File: config.mk
export PLATFORM = sky130hd
export DESIGN_NAME = mopshub_rec_arbiter
export DESIGN_NICKNAME = d
export VERILOG_FILES = /design/src/rtl/mopshub_rec_pkg.sv /design/src/rtl/rec_msg_fifo.sv /design/src/rtl/mopshub_rec_arbiter.sv
export SDC_FILE = /design/constraint.sdc
export NUM_CORES = 1
export LEC_CHECK = 0
export ABC_AREA = 1
export CORE_AREA = 10 10 195 197
export DETAILED_ROUTE_END_ITERATION = 10
export DIE_AREA = 0 0 205 207
export PLACE_DENSITY = 0.81
export SYNTH_ARGS = -nofsm -noshare
export SYNTH_HDL_FRONTEND = slang
export SYNTH_SLANG_ARGS = --single-unit
File: constraint.sdc
create_clock -name i_clk -period 6.6 [get_ports i_clk]
set_input_delay 1.32 -clock i_clk [delete_from_list [all_inputs] [get_ports i_clk]]
set_output_delay 1.32 -clock i_clk [all_outputs]
set_load 0.01 [all_outputs]
File: src/rtl/mopshub_rec_pkg.sv
// rtl/mopshub_rec_pkg.sv - shared types, widths and round-robin search for the MOPSHUB receive arbiter
package mopshub_rec_pkg;

   typedef enum logic [1:0] {
      IDLE,
      ACK,
      WAIT_DATA
   } arb_state_t;

   localparam int N_BUS    = 32;
   localparam int MSG_W    = 76;
   localparam int BUS_ID_W = 5;

   // First eligible index after last, wrapping modulo N_BUS; last itself is checked last.
   function automatic logic [BUS_ID_W-1:0] rr_next(input logic [BUS_ID_W-1:0] last,
                                                   input logic [N_BUS-1:0]    eligible);
      logic [BUS_ID_W-1:0] idx;
      logic                found;
      rr_next = last;
      found   = 1'b0;
      for (int i = 1; i <= N_BUS; i++) begin
         idx = last + BUS_ID_W'(i);
         if (!found && eligible[idx]) begin
            rr_next = idx;
            found   = 1'b1;
         end
      end
   endfunction

endpackage

File: src/rtl/rec_msg_fifo.sv
// rtl/rec_msg_fifo.sv - first-word-fall-through message buffer with full/empty/count
module rec_msg_fifo #(
   parameter int WIDTH = 76,
   parameter int DEPTH = 4
) (
   input  logic                     i_clk,
   input  logic                     i_rst,
   input  logic                     i_push,
   input  logic [WIDTH-1:0]         i_data,
   input  logic                     i_pop,
   output logic [WIDTH-1:0]         o_data,
   output logic                     o_full,
   output logic                     o_empty,
   output logic [$clog2(DEPTH):0]   o_count
);

   localparam int             AW       = $clog2(DEPTH);
   localparam logic [AW:0]    FULL_CNT = (AW+1)'(DEPTH);

   logic [WIDTH-1:0] r_mem [DEPTH];
   logic [AW-1:0]    r_wr_ptr;
   logic [AW-1:0]    r_rd_ptr;
   logic [AW:0]      r_count;
   logic             w_do_push;
   logic             w_do_pop;

   assign o_empty   = (r_count == '0);
   assign o_full    = (r_count == FULL_CNT);
   assign o_count   = r_count;
   assign o_data    = o_empty ? '0 : r_mem[r_rd_ptr];
   assign w_do_pop  = i_pop & ~o_empty;
   // A pop in the same cycle frees the slot, so a push into a full FIFO is still safe.
   assign w_do_push = i_push & (~o_full | w_do_pop);

   always_ff @(posedge i_clk) begin
      if (w_do_push) begin
         r_mem[r_wr_ptr] <= i_data;
      end
   end

   always_ff @(posedge i_clk or negedge i_rst) begin
      if (!i_rst) begin
         r_wr_ptr <= '0;
         r_rd_ptr <= '0;
         r_count  <= '0;
      end else begin
         if (w_do_push) r_wr_ptr <= r_wr_ptr + 1'b1;
         if (w_do_pop)  r_rd_ptr <= r_rd_ptr + 1'b1;
         case ({w_do_push, w_do_pop})
            2'b10:   r_count <= r_count + 1'b1;
            2'b01:   r_count <= r_count - 1'b1;
            default: r_count <= r_count;
         endcase
      end
   end

endmodule

File: src/rtl/mopshub_rec_arbiter.sv
// rtl/mopshub_rec_arbiter.sv - round-robin receive arbiter from 32 CAN controllers into the uplink FIFO
module mopshub_rec_arbiter
   import mopshub_rec_pkg::*;
#(
   parameter int FIFO_DEPTH = 4,
   parameter int TIMEOUT    = 255
) (
   input  logic                i_clk,
   input  logic                i_rst,
   input  logic [4:0]          i_n_buses,
   input  logic [N_BUS-1:0]    i_irq_can_rec,
   output logic [4:0]          o_can_rec_select,
   output logic                o_rec_ack,
   input  logic [MSG_W-1:0]    i_data_rec_in,
   input  logic                i_data_rec_valid,
   output logic [MSG_W-1:0]    o_data_rec_uplink,
   output logic                o_uplink_valid,
   input  logic                i_uplink_ready,
   output logic                o_fifo_full,
   output logic                o_timeout_err,
   output logic [4:0]          o_timeout_bus_id,
   output logic [7:0]          o_drop_cnt
);

   localparam int CNT_W = $clog2(TIMEOUT + 1);
   localparam int FCW   = $clog2(FIFO_DEPTH) + 1;

   arb_state_t            r_state;
   arb_state_t            w_state_nxt;
   logic [BUS_ID_W-1:0]   r_select;
   logic [BUS_ID_W-1:0]   r_last_grant;
   logic [BUS_ID_W-1:0]   r_tmo_bus;
   logic [CNT_W-1:0]      r_tmo_cnt;
   logic [7:0]            r_drop_cnt;

   logic [N_BUS-1:0]      w_eligible;
   logic [BUS_ID_W-1:0]   w_pick;
   logic                  w_any;
   logic                  w_tmo_hit;
   logic                  w_ack;
   logic                  w_push;
   logic                  w_tmo;
   logic                  w_has_room;
   logic                  w_full;
   logic                  w_empty;
   logic [FCW-1:0]        w_count;

   always_comb begin
      w_eligible = '0;
      for (int i = 0; i < N_BUS; i++) begin
         w_eligible[i] = i_irq_can_rec[i] & (BUS_ID_W'(i) <= i_n_buses);
      end
   end

   assign w_any      = |w_eligible;
   assign w_pick     = rr_next(r_last_grant, w_eligible);
   assign w_tmo_hit  = (r_tmo_cnt == CNT_W'(TIMEOUT));
   assign w_has_room = (w_count < FCW'(FIFO_DEPTH));

   always_comb begin
      w_state_nxt = r_state;
      w_ack       = 1'b0;
      w_push      = 1'b0;
      w_tmo       = 1'b0;
      case (r_state)
         IDLE: begin
            if (w_has_room && w_any) w_state_nxt = ACK;
         end
         ACK: begin
            w_ack       = 1'b1;
            w_state_nxt = WAIT_DATA;
         end
         WAIT_DATA: begin
            // Data arriving on the timeout cycle still counts as delivered.
            if (i_data_rec_valid) begin
               w_push      = 1'b1;
               w_state_nxt = IDLE;
            end else if (w_tmo_hit) begin
               w_tmo       = 1'b1;
               w_state_nxt = IDLE;
            end
         end
         default: w_state_nxt = IDLE;
      endcase
   end

   always_ff @(posedge i_clk or negedge i_rst) begin
      if (!i_rst) begin
         r_state      <= IDLE;
         r_select     <= '0;
         r_last_grant <= BUS_ID_W'(N_BUS - 1);
         r_tmo_cnt    <= '0;
         r_tmo_bus    <= '0;
         r_drop_cnt   <= '0;
      end else begin
         r_state <= w_state_nxt;
         if (r_state == IDLE && w_state_nxt == ACK) r_select <= w_pick;
         if (r_state == ACK) begin
            r_tmo_cnt <= '0;
         end else if (r_state == WAIT_DATA && !i_data_rec_valid && !w_tmo_hit) begin
            r_tmo_cnt <= r_tmo_cnt + 1'b1;
         end
         // A timed-out bus also becomes last_grant so it goes to the back of the queue.
         if (w_push || w_tmo) r_last_grant <= r_select;
         if (w_tmo) r_tmo_bus <= r_select;
         if (i_data_rec_valid && r_state != WAIT_DATA && r_drop_cnt != 8'hFF) begin
            r_drop_cnt <= r_drop_cnt + 1'b1;
         end
      end
   end

   rec_msg_fifo #(
      .WIDTH (MSG_W),
      .DEPTH (FIFO_DEPTH)
   ) u_fifo (
      .i_clk   (i_clk),
      .i_rst   (i_rst),
      .i_push  (w_push),
      .i_data  (i_data_rec_in),
      .i_pop   (i_uplink_ready),
      .o_data  (o_data_rec_uplink),
      .o_full  (w_full),
      .o_empty (w_empty),
      .o_count (w_count)
   );

   assign o_can_rec_select = r_select;
   assign o_rec_ack        = w_ack;
   assign o_uplink_valid   = ~w_empty;
   assign o_fifo_full      = w_full;
   assign o_timeout_err    = w_tmo;
   assign o_timeout_bus_id = r_tmo_bus;
   assign o_drop_cnt       = r_drop_cnt;

endmodule

### Word level (Yosys, flattened, before mapping)

Memories as Yosys holds them, arrays and structs flattened.
Index checks and enable logic that the tools add are counted.

| storage, ports and cells | value |
|---|---|
| bits in writable memories | 304 |
| memories kept | 1 |
| bits in registers | 40 |
| bits in latches | 0 |
| word-level logic and storage cells | 377 |
| memory bits (read-only) | 0 |
| output and inout bits | 98 |
| input bits | 117 |

Memories:

| name | depth | bits a word | rd ports | clocked after Yosys merged registers in | write ports | line | text |
|---|---|---|---|---|---|---|---|
| u_fifo.r_mem | 4 | 76 | 1 | 0 | 1 | rec_msg_fifo.sv:20 | `logic [WIDTH-1:0] r_mem [DEPTH];` |

| operators by class | value |
|---|---|
| bitwise operators | 37 |
| reduce and logical (&&, ||, !) cells | 76 |
| $mul | 0 |
| shift-type cells | 0 |
| multiplexer cells | 143 |
| $add $sub $neg | 37 |
| magnitude comparators | 65 |
| div/mod/pow operators | 0 |
| equality and inequality tests | 9 |

Operators with widths:

| operator | count |
|---|---|
| $lt A5 B6 Y1 const B | 32 |
| $bmux W1 S5 | 32 |
| $mux W5 | 32 |
| $add A5 B5 Y5 const B | 16 |
| $le A5 B5 Y1 const A | 16 |
| $mux W76 | 1 |
| $mux W1 | 71 |
| $add A5 B4 Y5 const B | 8 |
| $le A4 B5 Y1 const A | 8 |
| $logic_and A1 B1 Y1 | 37 |
| $and A1 B1 Y1 | 34 |
| $logic_not A1 Y1 | 33 |
| $reduce_or A32 Y1 | 1 |
| $add A5 B3 Y5 const B | 4 |
| $le A3 B5 Y1 const A | 4 |
| $add A8 B1 Y8 const B | 2 |
| $mux W8 | 2 |
| $add A5 B2 Y5 const B | 2 |
| $le A1 B5 Y1 const A | 2 |
| $le A2 B5 Y1 const A | 2 |
| $eq A8 B8 Y1 const B | 1 |
| $ne A8 B8 Y1 const B | 1 |
| $eq A2 B1 Y1 const B | 3 |
| $mux W2 | 3 |
| other kinds (16) | 20 |

### Longest topological paths before layout

| logic depth | value |
|---|---|
| depth in word-level cells | 98 |
| mapped depth | 52 |
| mapped depth without buffers | 50 |

### Cells and area by module

A second synthesis with hierarchy kept.

| second synthesis, totals | value |
|---|---|
| cell total of the unflattened synthesis | 2473 |
| area, all modules | 19845.3 µm² |

By module, submodules not included:

| module | area an instance (µm²) | seq. area each (µm²) | cells an instance | instances |
|---|---|---|---|---|
| rec_msg_fifo | 13359.1 | 9303.9 | 1259 | 1 |
| mopshub_rec_arbiter | 6486.2 | 832.0 | 1214 | 1 |

### Least setup slack after synthesis

No wires, ideal clock.

| timing | value |
|---|---|
| path kind | in2reg |
| from | in i_data_rec_valid |
| to | mem u_fifo.r_mem[0][0], enable pin |
| stages on the path | 4 |
| arrival time | 4881 ps |
| required time | 6089 ps |
| setup time | 511 ps |
| setup slack | 1208 ps |
| buffers on the path | 0 |
| cells stage by stage | inv_1 -> nor2_1 -> o21ai_1 -> nor2_1 |

| on the way | value |
|---|---|
| longest elaborated chain between the ends | 5 |

RTL lines:

| item | line | text |
|---|---|---|
| start: declaration | mopshub_rec_arbiter.sv:15 | `input logic i_data_rec_valid,` |
| $mux W1 | mopshub_rec_arbiter.sv:75 | `if (i_data_rec_valid) begin` |
| $mux W1 | mopshub_rec_arbiter.sv:65 | `case (r_state)` |
| $and A1 B1 Y1 | rec_msg_fifo.sv:33 | `assign w_do_push = i_push & (~o_full \| w_do_pop);` |
| $mux W1 | rec_msg_fifo.sv:36 | `if (w_do_push) begin` |
| $mux W1 (implied by the code) | rec_msg_fifo.sv:37 | `r_mem[r_wr_ptr] <= i_data;` |
| end: declaration | rec_msg_fifo.sv:20 |  |

No other way between the ends.

### Worst setup path after layout

| timing | value |
|---|---|
| from | reg r_last_grant[1] |
| to | reg r_select[1], in the netlist o_can_rec_select[1] |

| on the way | value |
|---|---|
| longest elaborated chain between the ends | 97 |
| elaborated cells between the ends (all ways) | 220 |
| those cells by class | add/sub: 31; mux: 127; reduce/logical: 62 |

RTL lines:

| item | line | text |
|---|---|---|
| start: declaration | mopshub_rec_arbiter.sv:31 | `logic [BUS_ID_W-1:0] r_last_grant;` |
| start signal: assignment | mopshub_rec_arbiter.sv:91 | `r_last_grant <= BUS_ID_W'(N_BUS - 1);` |
| start signal: assignment | mopshub_rec_arbiter.sv:104 | `if (w_push \|\| w_tmo) r_last_grant <= r_select;` |
| $add A5 B1 Y5 | mopshub_rec_pkg.sv:22 | `idx = last + BUS_ID_W'(i);` |
| $bmux W1 S5 | mopshub_rec_pkg.sv:23 | `if (!found && eligible[idx]) begin` |
| $mux W1 (implied by the code) | mopshub_rec_pkg.sv:23 |  |
| $mux W1 | mopshub_rec_pkg.sv:23 |  |
| $logic_not A1 Y1 | mopshub_rec_pkg.sv:23 |  |
| $logic_and A1 B1 Y1 | mopshub_rec_pkg.sv:23 |  |
| $mux W1 | mopshub_rec_pkg.sv:23 |  |
| $logic_not A1 Y1 | mopshub_rec_pkg.sv:23 |  |
| (+81 left out) | n/a |  |
| $logic_and A1 B1 Y1 | mopshub_rec_pkg.sv:23 |  |
| $mux W1 | mopshub_rec_pkg.sv:23 |  |
| $logic_not A1 Y1 | mopshub_rec_pkg.sv:23 |  |
| $logic_and A1 B1 Y1 | mopshub_rec_pkg.sv:23 |  |
| $mux W1 | mopshub_rec_pkg.sv:23 |  |
| $logic_not A1 Y1 | mopshub_rec_pkg.sv:23 |  |
| $logic_and A1 B1 Y1 | mopshub_rec_pkg.sv:23 |  |
| $mux W5 * | mopshub_rec_pkg.sv:23 |  |
| end signal: assignment | mopshub_rec_arbiter.sv:97 | `if (r_state == IDLE && w_state_nxt == ACK) r_select <= w_pick;` |
| end: declaration | mopshub_rec_arbiter.sv:30 | `logic [BUS_ID_W-1:0] r_select;` |

Mark *: on every way between the ends. The rest lies on a longest branch, timed or not. The select of a mux whose other input is x is not followed.
A chain may end at the register's enable or synchronous reset.

==> results.cfg <==
[status]
status = finished, final reports clean

[min_path]
worst_hold_startpoint = o_timeout_bus_id[3]
holdPathEnd = o_timeout_bus_id[3]
holdPathStages = 2
hold_path_class = flop to flop

[setup_path]
cp_common_cell = nand2_1
r2r-end = o_can_rec_select[1]
required_ps = 7050
r2r_cells = 38
arrival_ps = 6360
r2r_start = r_last_grant[1]
worstPathMaxFanout = 26
worstSetupStartpointType = flop
crit_slowest_cell = dfstp_2
endpoint_kind = flop
crit_type = flop to flop
max_stage_delay_ps = 910
r2r_slack_ps = 690

[yosys]
ys.flop_type = edfxtp_1
synthArstFlopShare_pct = 11.6
ys_seq_area_share_pct = 54.7
syn-num-nets = 2293
yosysTopAreaCell = edfxtp_1
ys_types = 56
synth_edf_count = 304
yosys_warnings = 0
ys_ff_latch = 344
postSynthAreaPerCell_um2 = 8.60
syn-cell-area_um2 = 18500
synthTopCellsByArea = edfxtp_1 49%, nand2_1 8.0%, nor2_1 7.6%, nand3_1 6.2%, o21ai_0 6.0%
syn_inst = 2157
synth_top_area_share_pct = 49.2

[pwr]
ir_drop_mv = 0.445
power_density_nw_per_um2 = 553
p_leak_nw = 8.71

[grt]
grt_pass1_wl_um = 87700
grt_max_degree = 80
antenna_found_initial = 7
track_usage_pct = 25.7
grt_pass1_vias = 16100
grt_overflow = 0

[timing]
slew_violations = 0
hold_viol_final = 0
hold_slack_ps = 470
max_slew_margin_pct = 24.1
fin_skew_ps = 21.7
setup_tns_ps = 0
finalCritPeriodShare_pct = 89.6
fmax_mhz = 169
tightest_slew_ps = 1130
setup_viol = 0
rsz0062_at_grt = no
layout_min_cycle_time_ps = 5910

[floorplanning]
start_util_pct = 54.4
die_h_um = 207
die_area_um2 = 42400
core_um2 = 34100
die_width_um = 205
row_count = 68
ios = 215

[finish]
mostFrequentLayoutCell = nand2_1
fillers = 2615
layout-drive-gt1-share_pct = 6.64
nets = 2490
mostFrequentLayoutCells = 395 x nand2_1, 372 x nor2_1, 304 x edfxtp_1
layout-area-overhead-vs-synth_pct = 19.6

[clocking]
cts_buffers = 31
root_buffer = clkbuf_16
cts.path.max_buffers = 3
clk_pin_slew_ps = 60
htree_levels = 1
cts_setup_buffers = 0
post_cts_resized = 0
cts.sinks = 344
clkLatencyLatePin_ps = 570
cts_tree = built
hold_buffers = 0

[detailed_routing]
vias_per_cell = 5.76
first_pass_iters = 6
drc_errors = 0
drt-initial-drc-count = 1601
wire_per_inst_um = 19.9
wl_um = 56300
drtAntennaViolNets = 0
vias = 16300

[run]
cap_violations = 0

[placement]
portBuffers = 214
place_congestion = 1.07
hpwlAfterDp_um = 39200
==> cell families (layout without fill, tap and decap cells) <==
logic type | Yosys count | after routing | share of synthesized area (%)
flip-flops | 344 | 344 | 54.7
AND/OR/NAND/NOR | 1098 | 1098 | 25.7
AO/OA/AOI/OAI | 382 | 382 | 10.8
other | 0 | 2 | 0
buffers and inverters | 285 | 506 | 6.00
adder cells (fa/ha/maj) | 19 | 19 | 1.32
XOR/XNOR | 27 | 27 | 1.36
multiplexers | 2 | 2 | 0.115
==> sequential cells by signal, summed over array words and instances, names as in the netlist <==
name,flops
u_fifo.r_rd_ptr,2
u_fifo.o_count,3
r_tmo_cnt,8
o_drop_cnt,8
u_fifo.r_mem,304
r_last_grant,5
u_fifo.r_wr_ptr,2
o_timeout_bus_id,5
o_can_rec_select,5
r_state,2
==> cells in the mapped netlist (4+ instances only) <==
cell type  number
inv_2          14
xor2_1         21
buf_1          18
a21oi_1       117
ha_1           18
nor3_1         14
nand3b_1        4
buf_2          13
nor2_2          9
dfstp_2         5
inv_1         176
nand2_2        11
nand3_1       231
nor2_4          9
o21a_1          5
xnor2_1         4
nand4_1        28
o21ai_1         5
dfrtp_1        35
clkbuf_1       56
nand3_2         7
o21ai_0       224
nand2_1       395
edfxtp_1      304
nor2_1        376
a31oi_1        13
==> metrics by stage <==
stage          util, %  setup slack, ps  area [um^2]  cells  power, mW
5_1_grt           65.0              142        22200   2833       13.1
3_3_place_gp      62.2              352        21200   2776       10.3
2_1_floorplan        -             1210        18500   2157       7.57
6_report          65.0              688        22200   2835       12.3
4_1_cts           65.0              757        22200   2833       12.2
3_5_place_dp      62.2              230        21200   2776       10.4
==> per-layer routing <==
| metal | global-route usage [%] | vias up | part of all wire (%) |
|---|---|---|---|
| li1 | - | 7712 | - |
| met2 | 43.2 | 705 | 48 |
| met3 | 5.60 | 139 | 9.0 |
| met4 | 10.2 | 10 | 3.8 |
| met5 | 0 | - | 0.15 |
| met1 | 31.6 | 7766 | 39 |
==> critical path: cells and delay by family, from the launching register on <==
kind,cells,cell delay (ps)
adders and majority gates,1,700
buffers and inverters,3,480
and+or+nand+nor,33,3510
AOI/OAI and AO/OA,1,140
DFF,1,910
==> power breakdown <==
part	internal, mW	switching, mW
sequential	2.61	0.296
combinational	2.62	5.03
clock	0.943	0.759
==> area by class of cell <==
class	count	area, um^2	area share [%]
tap	455	569	2.57
multi-input combinational	1528	7330	33.0
clock inverter	17	139	0.626
timing repair buffer	256	2460	11.1
inverter	193	727	3.28
sequential	344	10100	45.7
antenna	2	5.00	0.0226
clock buffer	40	810	3.65
==> how the worst max path moves through the flow <==
| stage | start | cells after the start | to |
|---|---|---|---|
| after CTS | r_last_grant[1] | 36 | o_can_rec_select[3] |
| after detailed placement | i_n_buses[3] | 41 | o_can_rec_select[1] |
| after floorplan | i_data_rec_valid | 4 | u_fifo.r_mem[0][0] |
| final | r_last_grant[1] | 38 | o_can_rec_select[1] |
| after global placement | i_n_buses[3] | 39 | o_can_rec_select[3] |
| after global routing | r_last_grant[1] | 38 | o_can_rec_select[1] |
No activity file was read; power rests on OpenSTA's default activity.
